[src/rtl/spwm_gate_monitor.sv]
`default_nettype none
// ---------------------------------------------------------------------------
// spwm_gate_monitor : per-phase duty/period measurement and shoot-through flag
// rev 1.0
// ---------------------------------------------------------------------------
module spwm_gate_monitor #(
   parameter int CNT_W  = 24,
   parameter int ST_CYC = 2
) (
   input  logic             clk,
   input  logic             rst,
   input  logic             Va,
   input  logic             Van,
   input  logic             Vb,
   input  logic             Vbn,
   input  logic             Vc,
   input  logic             Vcn,
   output logic [CNT_W-1:0] duty_a,
   output logic [CNT_W-1:0] duty_b,
   output logic [CNT_W-1:0] duty_c,
   output logic [CNT_W-1:0] period_a,
   output logic [CNT_W-1:0] period_b,
   output logic [CNT_W-1:0] period_c,
   output logic             valid_a,
   output logic             valid_b,
   output logic             valid_c,
   output logic [2:0]       fault,
   output logic             fault_any
);

   localparam logic [1:0]       IDLE    = 2'd0;
   localparam logic [1:0]       HIGH    = 2'd1;
   localparam logic [1:0]       LOW     = 2'd2;
   localparam logic [CNT_W-1:0] CNT_MAX = {CNT_W{1'b1}};
   localparam logic [CNT_W-1:0] CNT_ONE = CNT_W'(1);
   localparam logic [3:0]       ST_THR  = 4'(ST_CYC);

   logic [2:0] raw_p, raw_n, meta_p, meta_n, sync_p, sync_n, prev_p;

   assign raw_p = {Vc, Vb, Va};
   assign raw_n = {Vcn, Vbn, Van};

   // Gate lines are asynchronous to clk: two-flop synchronizers, plus one
   // history flop on the high-side line for edge detection.
   always_ff @(posedge clk) begin
      if (rst) begin
         meta_p <= '0;
         meta_n <= '0;
         sync_p <= '0;
         sync_n <= '0;
         prev_p <= '0;
      end else begin
         meta_p <= raw_p;
         meta_n <= raw_n;
         sync_p <= meta_p;
         sync_n <= meta_n;
         prev_p <= sync_p;
      end
   end

   for (genvar i = 0; i < 3; i++) begin : g_phase
      logic [1:0]       state, state_nxt;
      logic [CNT_W-1:0] hi_cnt, per_cnt, duty, period;
      logic             valid, flt, sx, rise, fall, per_sat, start, latch;
      logic [3:0]       st_cnt;

      assign sx      = sync_p[i];
      assign rise    = sx & ~prev_p[i];
      assign fall    = ~sx & prev_p[i];
      assign per_sat = (per_cnt == CNT_MAX);

      always_ff @(posedge clk) begin
         if (rst) state <= IDLE;
         else     state <= state_nxt;
      end

      // A saturated period counter means the line stopped toggling; a rise
      // coinciding with that is treated as a fresh start, never a latch.
      always_comb begin
         state_nxt = state;
         case (state)
            IDLE:    if (rise) state_nxt = HIGH;
            HIGH:    if (per_sat)   state_nxt = rise ? HIGH : IDLE;
                     else if (fall) state_nxt = LOW;
            LOW:     if (per_sat)   state_nxt = rise ? HIGH : IDLE;
                     else if (rise) state_nxt = HIGH;
            default: state_nxt = IDLE;
         endcase
      end

      always_comb begin
         start = 1'b0;
         latch = 1'b0;
         case (state)
            IDLE:      start = rise;
            HIGH, LOW: if (per_sat) start = rise;
                       else         latch = (state == LOW) && rise;
            default:   ;
         endcase
      end

      always_ff @(posedge clk) begin
         if (rst) begin
            hi_cnt  <= '0;
            per_cnt <= '0;
         end else if (start || latch) begin
            hi_cnt  <= CNT_ONE;
            per_cnt <= CNT_ONE;
         end else if (state_nxt == IDLE) begin
            hi_cnt  <= '0;
            per_cnt <= '0;
         end else begin
            if (!per_sat) per_cnt <= per_cnt + CNT_ONE;
            if ((state == HIGH) && sx && (hi_cnt != CNT_MAX)) hi_cnt <= hi_cnt + CNT_ONE;
         end
      end

      always_ff @(posedge clk) begin
         if (rst) begin
            duty   <= '0;
            period <= '0;
            valid  <= 1'b0;
         end else begin
            valid <= latch;
            if (latch) begin
               duty   <= hi_cnt;
               period <= per_cnt;
            end
         end
      end

      // Both-low dead time simply clears the overlap counter.
      always_ff @(posedge clk) begin
         if (rst) begin
            st_cnt <= '0;
            flt    <= 1'b0;
         end else begin
            if (sync_p[i] & sync_n[i]) st_cnt <= (st_cnt == 4'hF) ? st_cnt : st_cnt + 4'd1;
            else                       st_cnt <= '0;
            if (st_cnt >= ST_THR) flt <= 1'b1;
         end
      end
   end

   assign duty_a   = g_phase[0].duty;
   assign duty_b   = g_phase[1].duty;
   assign duty_c   = g_phase[2].duty;
   assign period_a = g_phase[0].period;
   assign period_b = g_phase[1].period;
   assign period_c = g_phase[2].period;
   assign valid_a  = g_phase[0].valid;
   assign valid_b  = g_phase[1].valid;
   assign valid_c  = g_phase[2].valid;
   assign fault    = {g_phase[2].flt, g_phase[1].flt, g_phase[0].flt};

   always_ff @(posedge clk) begin
      if (rst) fault_any <= 1'b0;
      else     fault_any <= |fault;
   end

endmodule
`default_nettype wire
[config.mk]
export PLATFORM = sky130hd
export DESIGN_NAME = spwm_gate_monitor
export DESIGN_NICKNAME = d
export VERILOG_FILES = /design/src/rtl/spwm_gate_monitor.sv
export SDC_FILE = /design/constraint.sdc
export NUM_CORES = 1
export LEC_CHECK = 0
export CAP_MARGIN = 20
export CELL_PAD_IN_SITES_DETAIL_PLACEMENT = 0
export CELL_PAD_IN_SITES_GLOBAL_PLACEMENT = 1
export CORE_MARGIN = 4
export CORE_UTILIZATION = 40
export DETAILED_ROUTE_END_ITERATION = 6
export GPL_TIMING_DRIVEN = 1
export PLACE_DENSITY = 0.85
export SYNTH_ARGS = -nofsm -noshare
export SYNTH_HDL_FRONTEND = slang
export SYNTH_SLANG_ARGS = --single-unit
[constraint.sdc]
create_clock -name clk -period 2.8 [get_ports clk]
set_input_delay 0.56 -clock clk [delete_from_list [all_inputs] [get_ports clk]]
set_output_delay 0.56 -clock clk [all_outputs]
set_load 0.02 [all_outputs]
Word level (Yosys, flattened, before mapping)
Cells that the tools add are included. W data, S select, Z words.

Input port bits: 8. Output and inout port bits: 151. Bits in registers: 328. Word-level logic and storage cells: 163.

Mux-type cells: 48. Order comparisons: 3. Equality and inequality tests: 18. Bitwise gates (word level): 18. $add $sub $neg: 9. Reductions and logical operators: 31.

Operators with widths (number): $add A24 B1 Y24 const B (6); $eq A24 B24 Y1 const B (3); $ne A24 B24 Y1 const B (3); $mux W1 (30); $mux W2 (12); $pmux W2 S3 (3); $add A4 B1 Y4 const B (3); $eq A4 B4 Y1 const B (3); $ge A4 B2 Y1 const B (3); $logic_not A2 Y1 (6); $reduce_or A2 Y1 (6); $reduce_or A3 Y1 (4); $and A1 B1 Y1 (9); $logic_and A1 B1 Y1 (9); $ne A3 B1 Y1 const B (3); $not A1 Y1 (9); $reduce_bool A3 Y1 (3); $eq A2 B1 Y1 const B (3); $eq A2 B2 Y1 const B (3); $pmux W1 S2 (3); $logic_or A1 B1 Y1 (3).

Longest topological paths before layout
Gate-level depths: netlist of the first run.

Depth after elaboration: 8. Mapped depth: 10. Mapped depth without buffers: 8.

Worst setup path before layout of the first run
Ideal clock, no wire load.

Kind: register -> register. Start point: register g_phase[2].per_cnt[0]. End point: register g_phase[2].hi_cnt[10]. Period minus slack after synthesis: 2.236 ns. Setup slack: 0.564 ns. Path buffers: 3. Cell stages (with the launch flop): 11. Arrival time: 2.171 ns. Library setup time: 0.065 ns. Data required time: 2.735 ns. Cell sequence: dfxtp_1 -> ha_1 -> and2_1 -> and3_1 -> clkbuf_1 -> and2_1 -> buf_4 -> a211oi_1 -> o211ai_2 -> buf_2 -> nor2_1.

Word-level cells in the longest chain between the ends: 5. Elaborated cells on any way between the ends: 11. Classes of those cells: 1 x eq/ne; 7 x mux; 3 x reduce/logical.

RTL lines: start, declared (line 63) `logic [CNT_W-1:0] hi_cnt, per_cnt, duty, period;`; start signal, assigned (line 113) `if (!per_sat) per_cnt <= per_cnt + CNT_ONE;`; $eq A24 B24 Y1 (*) (line 70) `assign per_sat = (per_cnt == CNT_MAX);`; $mux W2 (tied with other cells) (line 85) `LOW: if (per_sat) state_nxt = rise ? HIGH : IDLE;`; $pmux W2 S3 (tied with other cells) (line 81) `case (state)`; $logic_not A2 Y1 / $logic_or A1 B1 Y1 (equally long branches) (line 109, 106); $reduce_or A3 Y1 (no line) (*); end signal, assigned (line 114) `if ((state == HIGH) && sx && (hi_cnt != CNT_MAX)) hi_cnt <= hi_cnt + CNT_ONE;`; end, declared (line 63).

Every way passes the cells marked *; elsewhere a longest branch is shown, timed or not. A chain may end at the register's enable or synchronous reset.

Final worst setup path of the first run
Start point: register g_phase[0].per_cnt[0]. End point: register g_phase[0].per_cnt[2].

Word-level cells in the longest chain between the ends: 5. Elaborated cells on any way between the ends: 12. Classes of those cells: 1 x add/sub; 1 x eq/ne; 7 x mux; 3 x reduce/logical.

RTL lines (line): start, declared (63); start signal, assigned (113); $eq A24 B24 Y1 (70); $mux W2 (tied with other cells) (85); $pmux W2 S3 (tied with other cells) (81); $logic_not A2 Y1 / $logic_or A1 B1 Y1 (equally long branches) (109, 106); $reduce_or A3 Y1 (no line).

Several ways; a longest one is shown, not always the timed one.

==> results of run 1 <==
## cell families (layout without fill, tap and decap cells)
group                    Yosys count  count (layout)  share of synthesized area, %
AND/OR/NAND/NOR                  810             810                          27.6
flip-flops                       328             328                          48.3
buffers and inverters             99             276                          3.41
adder cells (fa/ha/maj)           24              24                          2.21
multiplexers                       2               2                         0.147
AO/OA/AOI/OAI                    237             237                          9.84
XOR/XNOR                         132             132                          8.51
## synth_stat cells, drive strengths merged, types with 3 or more instances
master	instances	share of area, %
a211oi	8	0.44
a21boi	3	0.17
a21oi	172	6.3
a31oi	9	0.41
and2	12	0.55
and3	28	1.3
and4	15	0.97
buf	30	1.5
clkbuf	44	1.2
dfxtp	328	48
ha	24	2.2
inv	25	0.69
nand2	354	9.8
nand2b	6	0.28
nand3	56	2.1
nand4	50	2.3
nor2	201	6.1
nor2b	20	0.92
nor3	33	1.2
nor3b	5	0.28
nor4	17	0.99
o211ai	5	0.35
o21ai	16	0.62
o22ai	3	0.14
o31ai	3	0.17
or2	3	0.14
or3	3	0.14
xnor2	68	4.4
xor2	64	4.1
## critical path, stage by stage, from the launching register on
cell and delay [ps]:
dfxtp_1 400, ha_1 230, nand3_1 160, nor4_2 460, a31oi_1 170, a211oi_1 450
o211ai_2 140, buf_4 250, nor3_1 200
## final cells by class
class	instances	area, um2
fill	3189	16500
multi-input combinational	1205	6600
sequential	328	6570
timing repair buffer	187	1850
clock buffer	52	1120
tap	448	561
clock inverter	12	233
inverter	25	93.8
## per-stage QoR
step	hold WS (ps)	instances	util, %	power (mW)
2_1_floorplan	414	1632	-	4.93
3_3_place_gp	423	2193	46.7	4.99
3_5_place_dp	426	2193	46.7	4.99
4_1_cts	441	2257	50.8	10.3
5_1_grt	456	2257	50.8	10.5
6_report	438	2257	50.8	10.1
## power by group through the flow
stage               Combinational (mW)  Clock [mW]  Sequential [mW]
detailed placement               0.189           0             4.80
floorplan                        0.135           0             4.80
finish                           0.188        5.26             4.70
global placement                 0.188           0             4.80
CTS                              0.190        5.42             4.70
global route                     0.209        5.60             4.70
## flip-flops by register name, indices dropped and copies added, names as in the netlist, 12 cells and up
signal           count
g_phase.st_cnt      12
duty_c              24
period_b            24
g_phase.per_cnt     72
duty_a              24
duty_b              24
period_a            24
period_c            24
g_phase.hi_cnt      72
## path summary, 6_finish.rpt
| path | end |
|---|---|
| max | g_phase[0].per_cnt[2]$_SDFFE_PP0N_ |
| min | sync_n[0]$_SDFF_PP0_ |
| max reg2reg | g_phase[0].per_cnt[2]$_SDFFE_PP0N_ |
| min reg2reg | sync_n[0]$_SDFF_PP0_ |
## routing by layer
layer | track usage (%) | vias to the layer above
li1 | - | 5798
met1 | 22.8 | 5259
met2 | 27.5 | 209
met3 | 2.84 | 54
met4 | 5.76 | 0
met5 | 0 | -
==> out/qor.txt, run 1 <==
Finish-stage setup viols -> 0
power per cell area -> 596 nW/um2
final setup skew -> 15.4 ps
layout net count -> 1815
clock power share -> 51.8%
synth warn -> 0
CTS buffer count -> 36
R2R depth -> 8
# rows -> 67
most frequent cells in the layout -> nand2_1 (354), dfxtp_1 (328), nor2_1 (171), a21oi_1 (171), clkdlybuf4s50_1 (157)
setup bufs post-CTS -> 0
Setup TNS -> 0 ps
kind of critical path -> reg2reg
R2R Path Start -> g_phase[0].per_cnt[0]$_SDFFE_PP0P_
max-slew violations -> 0
die span in x -> 192 um
die area -> 37000 um2
cell count after synthesis -> 1632
hold buffer count at CTS -> 0
Critical path origin -> g_phase[0].per_cnt[0]$_SDFFE_PP0P_
Cell Area, Placed -> 15700 um2
post-synthesis cell type count -> 63
PostCTS Resize Cnt -> 0
Comb pwr share -> 1.8%
fin area -> 17000 um2
worst endpoint required time -> 3240 ps
CTS HTree Levels -> 2
RSZ-0062 raised after global routing -> false
layout cells sized above 1 -> 7.63%
worst path arrival time -> 2960 ps
status -> complete, no violations
Flop pwr share -> 46.3%
Core ar. -> 33500 um2
Synth Register Bits -> 328
Clock Sinks -> 328
FFs w/ async S/R, synth -> 0%
post-place setup slack -> 294 ps
switching share of total power -> 20.2%
commonest non-fill, non-tap cell in the layout -> nand2_1
Cell Int Power -> 8.09 mW
area grow syn2layout -> 25.3%
Clk pin slew, worst setup/hold paths -> 60 ps
number of port buffers -> 158
DR vias -> 11300
crit end category -> register
Mapped Avg Cell Area -> 8.33 um2
Post-Synthesis Cell Area -> 13600 um2
antenna violations before repair -> 0
R2R Setup Slk -> 270 ps
worst setup margin -> 271 ps
first-pass GRT wire length -> 53.1 mm
vias in the first global route -> 11000
Clk Latency, worst-skew pair -> 520 ps
initial core utilization -> 40.5%
1st-iter DRT viols -> 605
Met3 Wirelength -> 1.33 mm
Die Span Y -> 192 um
sequential share of the synthesized area -> 48.3%
DP HPWL -> 21.2 mm
Pleak -> 5.50 nW
Sw Pwr -> 2.05 mW
Worst setup SP type -> register
overall routing resource usage -> 16.9%
syn_nets -> 1664
M1 WL -> 14.7 mm
fin crit share -> 90.3%
post-layout min period -> 2530 ps
worst-margin pin slew -> 820 ps
VDD IR max -> 0.393 mV
IO Count -> 159
dominant synthesized flop cell -> dfxtp_1
Post-synth EDFFs -> 0
DRC errors left -> 0
Final Hold Viols -> 0
top sig layer -> met4
Worst slew margin -> 45.3%
ant diodes -> 0
vias per cell -> 5.02
gr ovfl total -> 0
class of the tightest hold or removal check -> reg2reg
CTS Buffer Depth -> 3
Crit Path Max Fanout -> 23
worst hold start -> meta_n[0]$_SDFF_PP0_
met2 WL -> 14.2 mm
drt total wl -> 31.2 mm
largest net degree at the start of global routing -> 80
Routed wire per std cell -> 13.8 um
drt pass-1 iters -> 4
FMAX -> 395 MHz
Min-Delay Path Depth -> 1
Routability Congestion -> 0.822
DRT antenna net count -> 0
MaxCap Viol Count -> 0
CTS tree -> yes
Root Driver -> clkbuf_16
Note: power is estimated with default switching activity, not from simulation.
==> run 2: changes to the inputs <==
==> constraint.sdc (replaced) <==
create_clock -name clk -period 2.5 [get_ports clk]
set_input_delay 0.5 -clock clk [delete_from_list [all_inputs] [get_ports clk]]
set_output_delay 0.5 -clock clk [all_outputs]
set_load 0.02 [all_outputs]
==> run 2 against run 1 <==
Wire length up 0.58%. First-iteration DRC count grew 0.66%. Power grew 6.3%. Sequential cell count did not move. Sequential share of layout area shrank 0.065 points. Cell area grew 0.17%. Critical endpoint is now g_phase[1].per_cnt[2]$_SDFFE_PP0N_.
==> out/qor.txt, run 2 (synthesis gave the netlist of run 1 again) <==
Fill cells -> 3237
worst endpoint required time -> 2930 ps
FMAX -> 427 MHz
Top cell by count, worst path -> buf_4
overall routing resource usage -> 16.6%
Routability Congestion -> 0.808
Max stage delay cell, worst path -> or4_4
Clock Sinks -> 328
gr ovfl total -> 0
Setup TNS -> 0 ps
status -> complete, no violations
first-pass GRT wire length -> 52.3 mm
Crit Path Max Fanout -> 14
Flop pwr share -> 48.8%
overall power -> 10.8 mW
Routed wire per std cell -> 13.7 um
Finish-stage setup viols -> 0
# rows -> 67
Pleak -> 5.55 nW
Buf+Inv Stages, Crit Path -> 2
CTS tree -> yes
CP delay by family, top -> simple AND/OR/NAND/NOR gates
number of port buffers -> 158
hold buffer count at CTS -> 0
crit end category -> register
Worst setup SP type -> register
ant diodes -> 0
RSZ-0062 raised after global routing -> false
clock power share -> 49.2%
Root Driver -> clkbuf_16
switching share of total power -> 20.8%
Comb pwr share -> 2.0%
1st-iter DRT viols -> 609
die area -> 37000 um2
DR vias -> 11400
DRC errors left -> 0
Die Span Y -> 192 um
commonest non-fill, non-tap cell in the layout -> nand2_1
Cell Int Power -> 8.54 mW
most frequent cells in the layout -> nand2_1 (354), dfxtp_1 (328), nor2_1 (171), a21oi_1 (171), clkdlybuf4s50_1 (157)
die span in x -> 192 um
DP HPWL -> 21.5 mm
Clk Latency, worst-skew pair -> 520 ps
Top Registers -> g_phase.hi_cnt (72), g_phase.per_cnt (72)
area grow syn2layout -> 25.5%
antenna violations before repair -> 0
drt pass-1 iters -> 5
Final Hold Viols -> 0
CTS buffer count -> 37
largest net degree at the start of global routing -> 60
power per cell area -> 633 nW/um2
drt total wl -> 31.3 mm
CTS HTree Levels -> 2
layout net count -> 1838
class of the tightest hold or removal check -> in2reg
post-layout min period -> 2340 ps
vias per cell -> 4.98
max incr delay on CP -> 570 ps
layout cells sized above 1 -> 8.68%
worst path arrival time -> 2770 ps
vias in the first global route -> 11000
VDD IR max -> 0.469 mV
fin crit share -> 93.6%
MaxCap Viol Count -> 0
IO Count -> 159
worst-margin pin slew -> 795 ps
area taken by multi-input logic gates -> 6610 um2
FF+latch area -> 6570 um2
DRT antenna net count -> 0
final setup skew -> 24.6 ps
Sw Pwr -> 2.25 mW
Worst slew margin -> 46.5%
Core ar. -> 33500 um2
CTS Buffer Depth -> 3
initial core utilization -> 40.5%
Clk pin slew, worst setup/hold paths -> 60 ps
kind of critical path -> reg2reg
WHS -> 326 ps
max-slew violations -> 0
CP Cell Sequence -> nand4_2, or4_4, buf_4, o21ai_4, o211ai_1, nand3b_1, buf_4, nor3_1
run 2: changes by cell type in the layout (fill, tap and decap cells not counted), moves of 2 or more:
| cell | before | now |
|---|---|---|
| buf_4 | 25 | 46 |
| clkinv_2 | 2 | 5 |
| clkbuf_1 | 2 | 7 |
| bufinv_16 | 6 | 2 |
| clkbuf_8 | 12 | 10 |
| clkinvlp_4 | 2 | 0 |
| inv_6 | 0 | 2 |
run 2: cell type report:
cell class / instances / share of cell area, %
clock inverter: 10 / 0.653
tap: 448 / 3.29
sequential: 328 / 38.5
timing repair buffer: 209 / 11.8
inverter: 25 / 0.550
clock buffer: 54 / 6.39
multi-input combinational: 1205 / 38.8
run 2: metrics by stage:
step | worst slack [ps] | instance area (um2) | std cells | utilization, %
global route | 8.38 | 17100 | 2279 | 50.9
CTS | 89.2 | 17000 | 2278 | 50.8
detailed placement | 96.1 | 15800 | 2214 | 47.2
floorplan | 264 | 13600 | 1632 | -
finish | 161 | 17100 | 2279 | 50.9
global placement | 150 | 15800 | 2214 | 47.2
run 2: final timing paths:
path         slack (ps)  cells past startpoint                            endpoint                           startpoint
max                 160                      8  g_phase[1].per_cnt[2]$_SDFFE_PP0N_  g_phase[1].per_cnt[17]$_SDFFE_PP0N_
max reg2reg         160                      8  g_phase[1].per_cnt[2]$_SDFFE_PP0N_  g_phase[1].per_cnt[17]$_SDFFE_PP0N_
min                 330                      2                fault_any$_SDFF_PP0_                                  rst
min reg2reg         440                      1                sync_p[2]$_SDFF_PP0_                 meta_p[2]$_SDFF_PP0_
run 2: worst register-to-register path: cells and delay by family, from the launching register on:
family / cells / cell delay [ps]
compound gates: 2 / 290
buf+inv: 2 / 430
flops: 1 / 410
simple gates: 4 / 1140
run 2: per-layer routing:
layer	up-vias	global-route usage, %	part of all wire, %	routed length (um)
met1	5274	22.1	47	14800
met4	0	4.50	2.2	701
li1	5833	-	-	-
met2	200	27.8	46	14400
met3	48	2.86	4.6	1430
met5	-	0	0	0
run 2: what timing repair did:
item                       4_1_cts  5_1_grt
gates resized for setup          0        5
setup endpoints to repair        0      105
buffers inserted                 0        1
run 2: power by group through the flow:
stage                     combinational, mW  clock [mW]  sequential, mW
final                                 0.216        5.31            5.26
after global routing                  0.239        5.68            5.26
after CTS                             0.219        5.47            5.26
after detailed placement              0.217           0            5.38
after global placement                0.213           0            5.38
after floorplan                       0.151           0            5.37
